File: config.mk
export PLATFORM = sky130hd
export DESIGN_NAME = riscv_base_alu_arbiter
export DESIGN_NICKNAME = d
export VERILOG_FILES = /design/src/rtl/riscv_base_alu_arbiter.sv
export SDC_FILE = /design/constraint.sdc
export NUM_CORES = 1
export LEC_CHECK = 0
export CAP_MARGIN = 20
export CORE_MARGIN = 3
export CORE_UTILIZATION = 49
export CTS_CLUSTER_DIAMETER = 200
export DETAILED_ROUTE_END_ITERATION = 6
export MAX_ROUTING_LAYER = met4
export PLACE_DENSITY = 0.72
export SYNTH_ARGS = -nofsm -noshare
export SYNTH_HDL_FRONTEND = slang
export SYNTH_SLANG_ARGS = --single-unit
export TNS_END_PERCENT = 50
File: constraint.sdc
create_clock -name clk_i -period 4.4 [get_ports clk_i]
set_clock_uncertainty 0.2 [all_clocks]
set_input_delay 0.66 -clock clk_i [delete_from_list [all_inputs] [get_ports clk_i]]
set_output_delay 0.66 -clock clk_i [all_outputs]
set_load 0.01 [all_outputs]
File: src/rtl/riscv_base_alu_arbiter.sv
// Two-port arbiter sharing one riscv_base_alu; one operation in flight, IDLE -> EXEC -> RESP.
// Optional performance counters are enabled by defining RISCV_ALU_ARB_PERF_EN.

`ifndef ALU_NONE
`define ALU_NONE                4'b0000
`define ALU_SHIFT_LEFT          4'b0001
`define ALU_SHIFT_RIGHT         4'b0010
`define ALU_SHIFT_RIGHT_ARITH   4'b0011
`define ALU_ADD                 4'b0100
`define ALU_SUB                 4'b0110
`define ALU_AND                 4'b0111
`define ALU_OR                  4'b1000
`define ALU_XOR                 4'b1001
`define ALU_LESS_THAN           4'b1010
`define ALU_LESS_THAN_SIGNED    4'b1011
`endif

module riscv_base_alu (
    input  logic [3:0]  alu_op_i,
    input  logic [31:0] alu_a_i,
    input  logic [31:0] alu_b_i,
    output logic [31:0] alu_p_o
);
    always_comb begin
        alu_p_o = alu_a_i;
        case (alu_op_i)
            `ALU_SHIFT_LEFT:        alu_p_o = alu_a_i << alu_b_i[4:0];
            `ALU_SHIFT_RIGHT:       alu_p_o = alu_a_i >> alu_b_i[4:0];
            `ALU_SHIFT_RIGHT_ARITH: alu_p_o = $unsigned($signed(alu_a_i) >>> alu_b_i[4:0]);
            `ALU_ADD:               alu_p_o = alu_a_i + alu_b_i;
            `ALU_SUB:               alu_p_o = alu_a_i - alu_b_i;
            `ALU_AND:               alu_p_o = alu_a_i & alu_b_i;
            `ALU_OR:                alu_p_o = alu_a_i | alu_b_i;
            `ALU_XOR:               alu_p_o = alu_a_i ^ alu_b_i;
            `ALU_LESS_THAN:         alu_p_o = {31'b0, alu_a_i < alu_b_i};
            `ALU_LESS_THAN_SIGNED:  alu_p_o = {31'b0, $signed(alu_a_i) < $signed(alu_b_i)};
            default:                alu_p_o = alu_a_i;
        endcase
    end
endmodule

module riscv_base_alu_arbiter #(
    parameter int RR_EN     = 1,
    parameter int RESET_PTR = 0,
    parameter int PERF_W    = 32
) (
    input  logic        clk_i,
    input  logic        rst_i,
    input  logic        req0_valid_i,
    input  logic [3:0]  req0_op_i,
    input  logic [31:0] req0_a_i,
    input  logic [31:0] req0_b_i,
    output logic        req0_ready_o,
    input  logic        req1_valid_i,
    input  logic [3:0]  req1_op_i,
    input  logic [31:0] req1_a_i,
    input  logic [31:0] req1_b_i,
    output logic        req1_ready_o,
    output logic        rsp_valid_o,
    output logic        rsp_id_o,
    output logic [31:0] rsp_res_o,
    input  logic        rsp_ready_i,
    input  logic        flush_i,
    output logic        busy_o
`ifdef RISCV_ALU_ARB_PERF_EN
    ,
    output logic [PERF_W-1:0] perf_grant0_o,
    output logic [PERF_W-1:0] perf_grant1_o,
    output logic [PERF_W-1:0] perf_conflict_o
`endif
);
    if (PERF_W < 1 || RESET_PTR < 0 || RESET_PTR > 1) begin : g_bad_param
        $error("riscv_base_alu_arbiter: PERF_W must be >= 1 and RESET_PTR 0 or 1");
    end

    typedef enum logic [1:0] {ST_IDLE, ST_EXEC, ST_RESP} state_t;

    state_t      state_q, state_d;
    logic        ptr_q, ptr_d;
    logic [3:0]  op_q, op_d;
    logic [31:0] a_q, a_d, b_q, b_d;
    logic        id_q, id_d;
    logic        rsp_valid_q, rsp_valid_d;
    logic [31:0] rsp_res_q, rsp_res_d;
    logic        sel1, can_grant, grant0, grant1;
    logic [31:0] alu_res;

    riscv_base_alu u_alu (
        .alu_op_i (op_q),
        .alu_a_i  (a_q),
        .alu_b_i  (b_q),
        .alu_p_o  (alu_res)
    );

    always_comb begin
        state_d     = state_q;
        ptr_d       = ptr_q;
        op_d        = op_q;
        a_d         = a_q;
        b_d         = b_q;
        id_d        = id_q;
        rsp_valid_d = rsp_valid_q;
        rsp_res_d   = rsp_res_q;
        // sel1 names the port that wins a tie; fixed priority always favours port 0
        sel1      = (RR_EN != 0) ? ptr_q : 1'b0;
        can_grant = (state_q == ST_IDLE) && !flush_i && !rst_i;
        grant0    = can_grant && req0_valid_i && (!req1_valid_i || !sel1);
        grant1    = can_grant && req1_valid_i && (!req0_valid_i || sel1);
        case (state_q)
            ST_IDLE: begin
                if (grant0) begin
                    op_d = req0_op_i; a_d = req0_a_i; b_d = req0_b_i;
                    id_d = 1'b0; ptr_d = 1'b1; state_d = ST_EXEC;
                end else if (grant1) begin
                    op_d = req1_op_i; a_d = req1_a_i; b_d = req1_b_i;
                    id_d = 1'b1; ptr_d = 1'b0; state_d = ST_EXEC;
                end
            end
            ST_EXEC: begin
                rsp_res_d   = alu_res;
                rsp_valid_d = 1'b1;
                state_d     = ST_RESP;
            end
            ST_RESP: begin
                if (rsp_ready_i) begin
                    rsp_valid_d = 1'b0;
                    state_d     = ST_IDLE;
                end
            end
            default: state_d = ST_IDLE;
        endcase
        // A flushed operation never reaches the result register
        if (flush_i) begin
            state_d     = ST_IDLE;
            rsp_valid_d = 1'b0;
            rsp_res_d   = rsp_res_q;
        end
    end

    always_ff @(posedge clk_i) begin
        if (rst_i) begin
            state_q     <= ST_IDLE;
            ptr_q       <= (RESET_PTR != 0);
            op_q        <= 4'd0;
            a_q         <= 32'd0;
            b_q         <= 32'd0;
            id_q        <= 1'b0;
            rsp_valid_q <= 1'b0;
            rsp_res_q   <= 32'd0;
        end else begin
            state_q     <= state_d;
            ptr_q       <= ptr_d;
            op_q        <= op_d;
            a_q         <= a_d;
            b_q         <= b_d;
            id_q        <= id_d;
            rsp_valid_q <= rsp_valid_d;
            rsp_res_q   <= rsp_res_d;
        end
    end

    assign req0_ready_o = grant0;
    assign req1_ready_o = grant1;
    assign rsp_valid_o  = rsp_valid_q;
    assign rsp_id_o     = id_q;
    assign rsp_res_o    = rsp_res_q;
    assign busy_o       = (state_q != ST_IDLE);

`ifdef RISCV_ALU_ARB_PERF_EN
    logic [PERF_W-1:0] grant0_cnt_q, grant0_cnt_d;
    logic [PERF_W-1:0] grant1_cnt_q, grant1_cnt_d;
    logic [PERF_W-1:0] conflict_cnt_q, conflict_cnt_d;

    always_comb begin
        grant0_cnt_d   = grant0_cnt_q + (grant0 ? PERF_W'(1) : PERF_W'(0));
        grant1_cnt_d   = grant1_cnt_q + (grant1 ? PERF_W'(1) : PERF_W'(0));
        // One count per cycle in which any requester is left waiting
        conflict_cnt_d = conflict_cnt_q +
            (((req0_valid_i && !grant0) || (req1_valid_i && !grant1)) ? PERF_W'(1) : PERF_W'(0));
    end

    always_ff @(posedge clk_i) begin
        if (rst_i) begin
            grant0_cnt_q   <= '0;
            grant1_cnt_q   <= '0;
            conflict_cnt_q <= '0;
        end else begin
            grant0_cnt_q   <= grant0_cnt_d;
            grant1_cnt_q   <= grant1_cnt_d;
            conflict_cnt_q <= conflict_cnt_d;
        end
    end

    assign perf_grant0_o   = grant0_cnt_q;
    assign perf_grant1_o   = grant1_cnt_q;
    assign perf_conflict_o = conflict_cnt_q;
`endif
endmodule

==> impl_results.md <==
- Fmax: 248 MHz
- Clock group share of total power: 25.8%
- Max VDD drop: 0.170 mV
- Synth Net Count: 2112
- Final period utilization: 91.6%
- Crit path DAT: 4.15 ns
- Layout cells sized above 1: 9.44%
- Sw Pwr: 0.00156 W
- First-pass DRT Iterations: 7
- Total Wirelength: 66.4 mm
- Die Width: 170 µm
- WHS: 0.259 ns
- Most frequent cells after synthesis: nor2_1 (218), a21oi_1 (213), nand2_1 (187), o21ai_0 (113), clkbuf_1 (107)
- Crit-path max FO: 67
- CTS H-tree lvls: 3
- Tot Pwr: 0.00357 W
- Lkg Pwr: 5.55 nW
- Hold buffers post-CTS: 0
- Vias in the first global route: 15100
- Status: finished with violations
- CTS Root Cell: clkbuf_16
- First-pass GRT wire length: 97.0 mm
- DRC: 1
- Clock sink count: 105
- Inserted Clock Buffers: 9
- GP Congestion: 1.13
- RSZ-0062 raised after global routing: false
- Vias: 16300
- Sw Ratio: 43.5%
- GRT Util Overall: 45.9%
- Cell taking the most area after synthesis: dfxtp_1
- CTS tree: yes
- Crit Path Category: flop to flop
- Core Util, Final: 60.0%
- Sequential area share after synthesis: 15.9%
- Worst path required time: 4.52 ns
- Pwr dens: 226 nW/µm²
- Rows: 59
- Total core area: 26300 µm²
- Max_cap viols: 0
- Post-synth EDFFs: 0
- DR vias/cell: 7.03
- I/O pin cnt: 179
- Post-synth top flop: dfxtp_1
- Ys async rst share: 0%
- Clk buf depth: 2
- Final Hold Fails: 0
- Die height: 170 µm
- Final ANT Viol Nets: 0
- Initial antenna violation count: 2
- Initial Util: 50.2%
- DR WL met2: 27.5 mm
- Die area: 28900 µm²
- Synth top area cells: dfxtp_1 (16%), ha_1 (9.8%), a21oi_1 (8.1%), nor2_1 (6.2%), mux4_2 (6.1%)
- Number of setup violations in the final report: 0
- Top cell type's share of synthesized area: 15.9%
- Synth cell types: 78
- Final worst path period need: 4.03 ns
- Failing checks: DRC
- DR WL/cell: 28.6 µm
- Reg clk slew, reported paths: 0.10 ns
- Fin. max-slew vios: 0
- P&R area growth vs syn: 19.5%
- Uppermost layer routed: met4
- Crit path largest cell delay: 0.70 ns
- Post-Syn Area: 13200 µm²
- Internal reg-to-reg setup slack: 0.37 ns
- Critical Path End Type: flop
- CP cell instances: buf_12, mux2i_1, o21ai_0, nor2_1, o32ai_1, a31oi_1, a211oi_1, o221ai_1, a21oi_1
- Wire length on met1: 24.6 mm
- Worst path slowest cell: o32ai_1
- Worst Hold Class: flop to flop
- Met3 WL: 9.40 mm
- Port bufs: 178
- CTS resizes: 0
- Number of synthesized register bits: 105
- Hpwl dp: 50.4 mm
- Gr ovfl total: 0
- Comb power frac: 44.7%
- Ys Warns: 0
- Worst setup SP type: flop
- Dominant cell by count in the synthesized netlist: nor2_1
- Setup bufs post-CTS: 0
- Setup TNS: 0 ns
- Share of power burned in registers: 29.5%
- Syn Area/Cell: 7.08 µm²
- Relative slew margins: 25.5%
- Worst skew pair latency: 0.38 ns
- Largest net degree at the start of global routing: 72
- DRT iter0 DRCs: 3438
- Slew @ Worst Pin: 1.11 ns
- Int Power: 0.00202 W
- Cell count after synthesis: 1865
- Net count, final: 2223
==> sequential cells by signal (all words and copies together), names as in the netlist <==
signal / flops
state_q: 2
b_q: 32
op_q: 4
ptr_q: 1
rsp_id_o: 1
rsp_valid_o: 1
rsp_res_o: 32
a_q: 32
==> cell families (layout without fill, tap and decap cells) <==
logic type      count (synthesis)  count (layout)  synth area share [%]
compound gates                672             672                  33.3
xor+xnor                       28              28                  1.86
fa+ha+maj                     105             105                  10.1
buf+inv                       272             388                  8.30
flops                         105             105                  15.9
mux                           102             102                  11.2
other cells                     0               2                     0
simple gates                  581             581                  19.4
==> worst max-delay path, delay by kind of cell, from the launching register on <==
family / cells / cell delay, ns
compound gates: 6 / 2.66
mux: 1 / 0.16
buf+inv: 1 / 0.33
flops: 1 / 0.49
simple gates: 1 / 0.07
==> power by group through the flow <==
stage                     Combinational (W)  Sequential, W  Clock, W
after floorplan                    0.000916        0.00105         0
after global placement              0.00152        0.00107         0
after detailed placement            0.00152        0.00107         0
after CTS                           0.00153        0.00105  0.000915
after global routing                0.00168        0.00106  0.000951
final                               0.00160        0.00106  0.000920
==> through the flow <==
step	setup slack [ns]	instances	area, µm²
floorplan	0.628	1865	13200
CTS	0.619	2316	15800
global placement	0.691	2300	15500
global route	0.220	2318	15800
detailed placement	0.649	2300	15500
finish	0.370	2318	15800
==> layout by cell type (no fill, tap or decap), drive strengths merged, types with 13 or more instances in the layout <==
| cell type | Yosys | final |
|---|---|---|
| o211ai | 32 | 32 |
| dfxtp | 105 | 105 |
| buf | 66 | 96 |
| mux2i | 60 | 60 |
| a211oi | 35 | 35 |
| a22oi | 86 | 86 |
| nor4 | 25 | 25 |
| nor3 | 49 | 49 |
| nand2 | 187 | 187 |
| a31oi | 14 | 14 |
| nor2 | 218 | 218 |
| nand2b | 18 | 18 |
| o22ai | 14 | 14 |
| a221oi | 18 | 18 |
| inv | 97 | 100 |
| a21o | 17 | 17 |
| a21oi | 213 | 213 |
| nand3 | 27 | 27 |
| clkdlybuf4s50 | 0 | 177 |
| mux4 | 36 | 36 |
| xnor2 | 26 | 26 |
| ha | 103 | 103 |
| o21ai | 119 | 119 |
| o221ai | 13 | 13 |
==> path summary, 6_finish.rpt <==
check / start / endpoint / cells after the start
hold reg to reg: rsp_res_o[4] / rsp_res_o[4] / 2
setup reg to reg: b_q[1] / rsp_res_o[4] / 9
hold / removal: rsp_res_o[4] / rsp_res_o[4] / 2
setup / recovery: b_q[1] / rsp_res_o[4] / 9
==> final cells by class <==
type | count | area, µm²
Sequential cell | 105 | 2110
Clock buffer | 9 | 225
Multi-Input combinational cell | 1488 | 10000
Inverter | 99 | 372
Tap cell | 335 | 419
Timing Repair Buffer | 273 | 2540
Antenna cell | 2 | 5.00
Clock inverter | 7 | 86.3
Fill cell | 2505 | 10500
==> per-layer routing <==
layer	GRT usage, %	vias to the layer above
li1	-	7069
met1	57.6	7626
met2	65.3	1327
met3	13.5	273
met4	26.7	0
met5	-	-
Note: power is estimated with default switching activity, not from simulation.
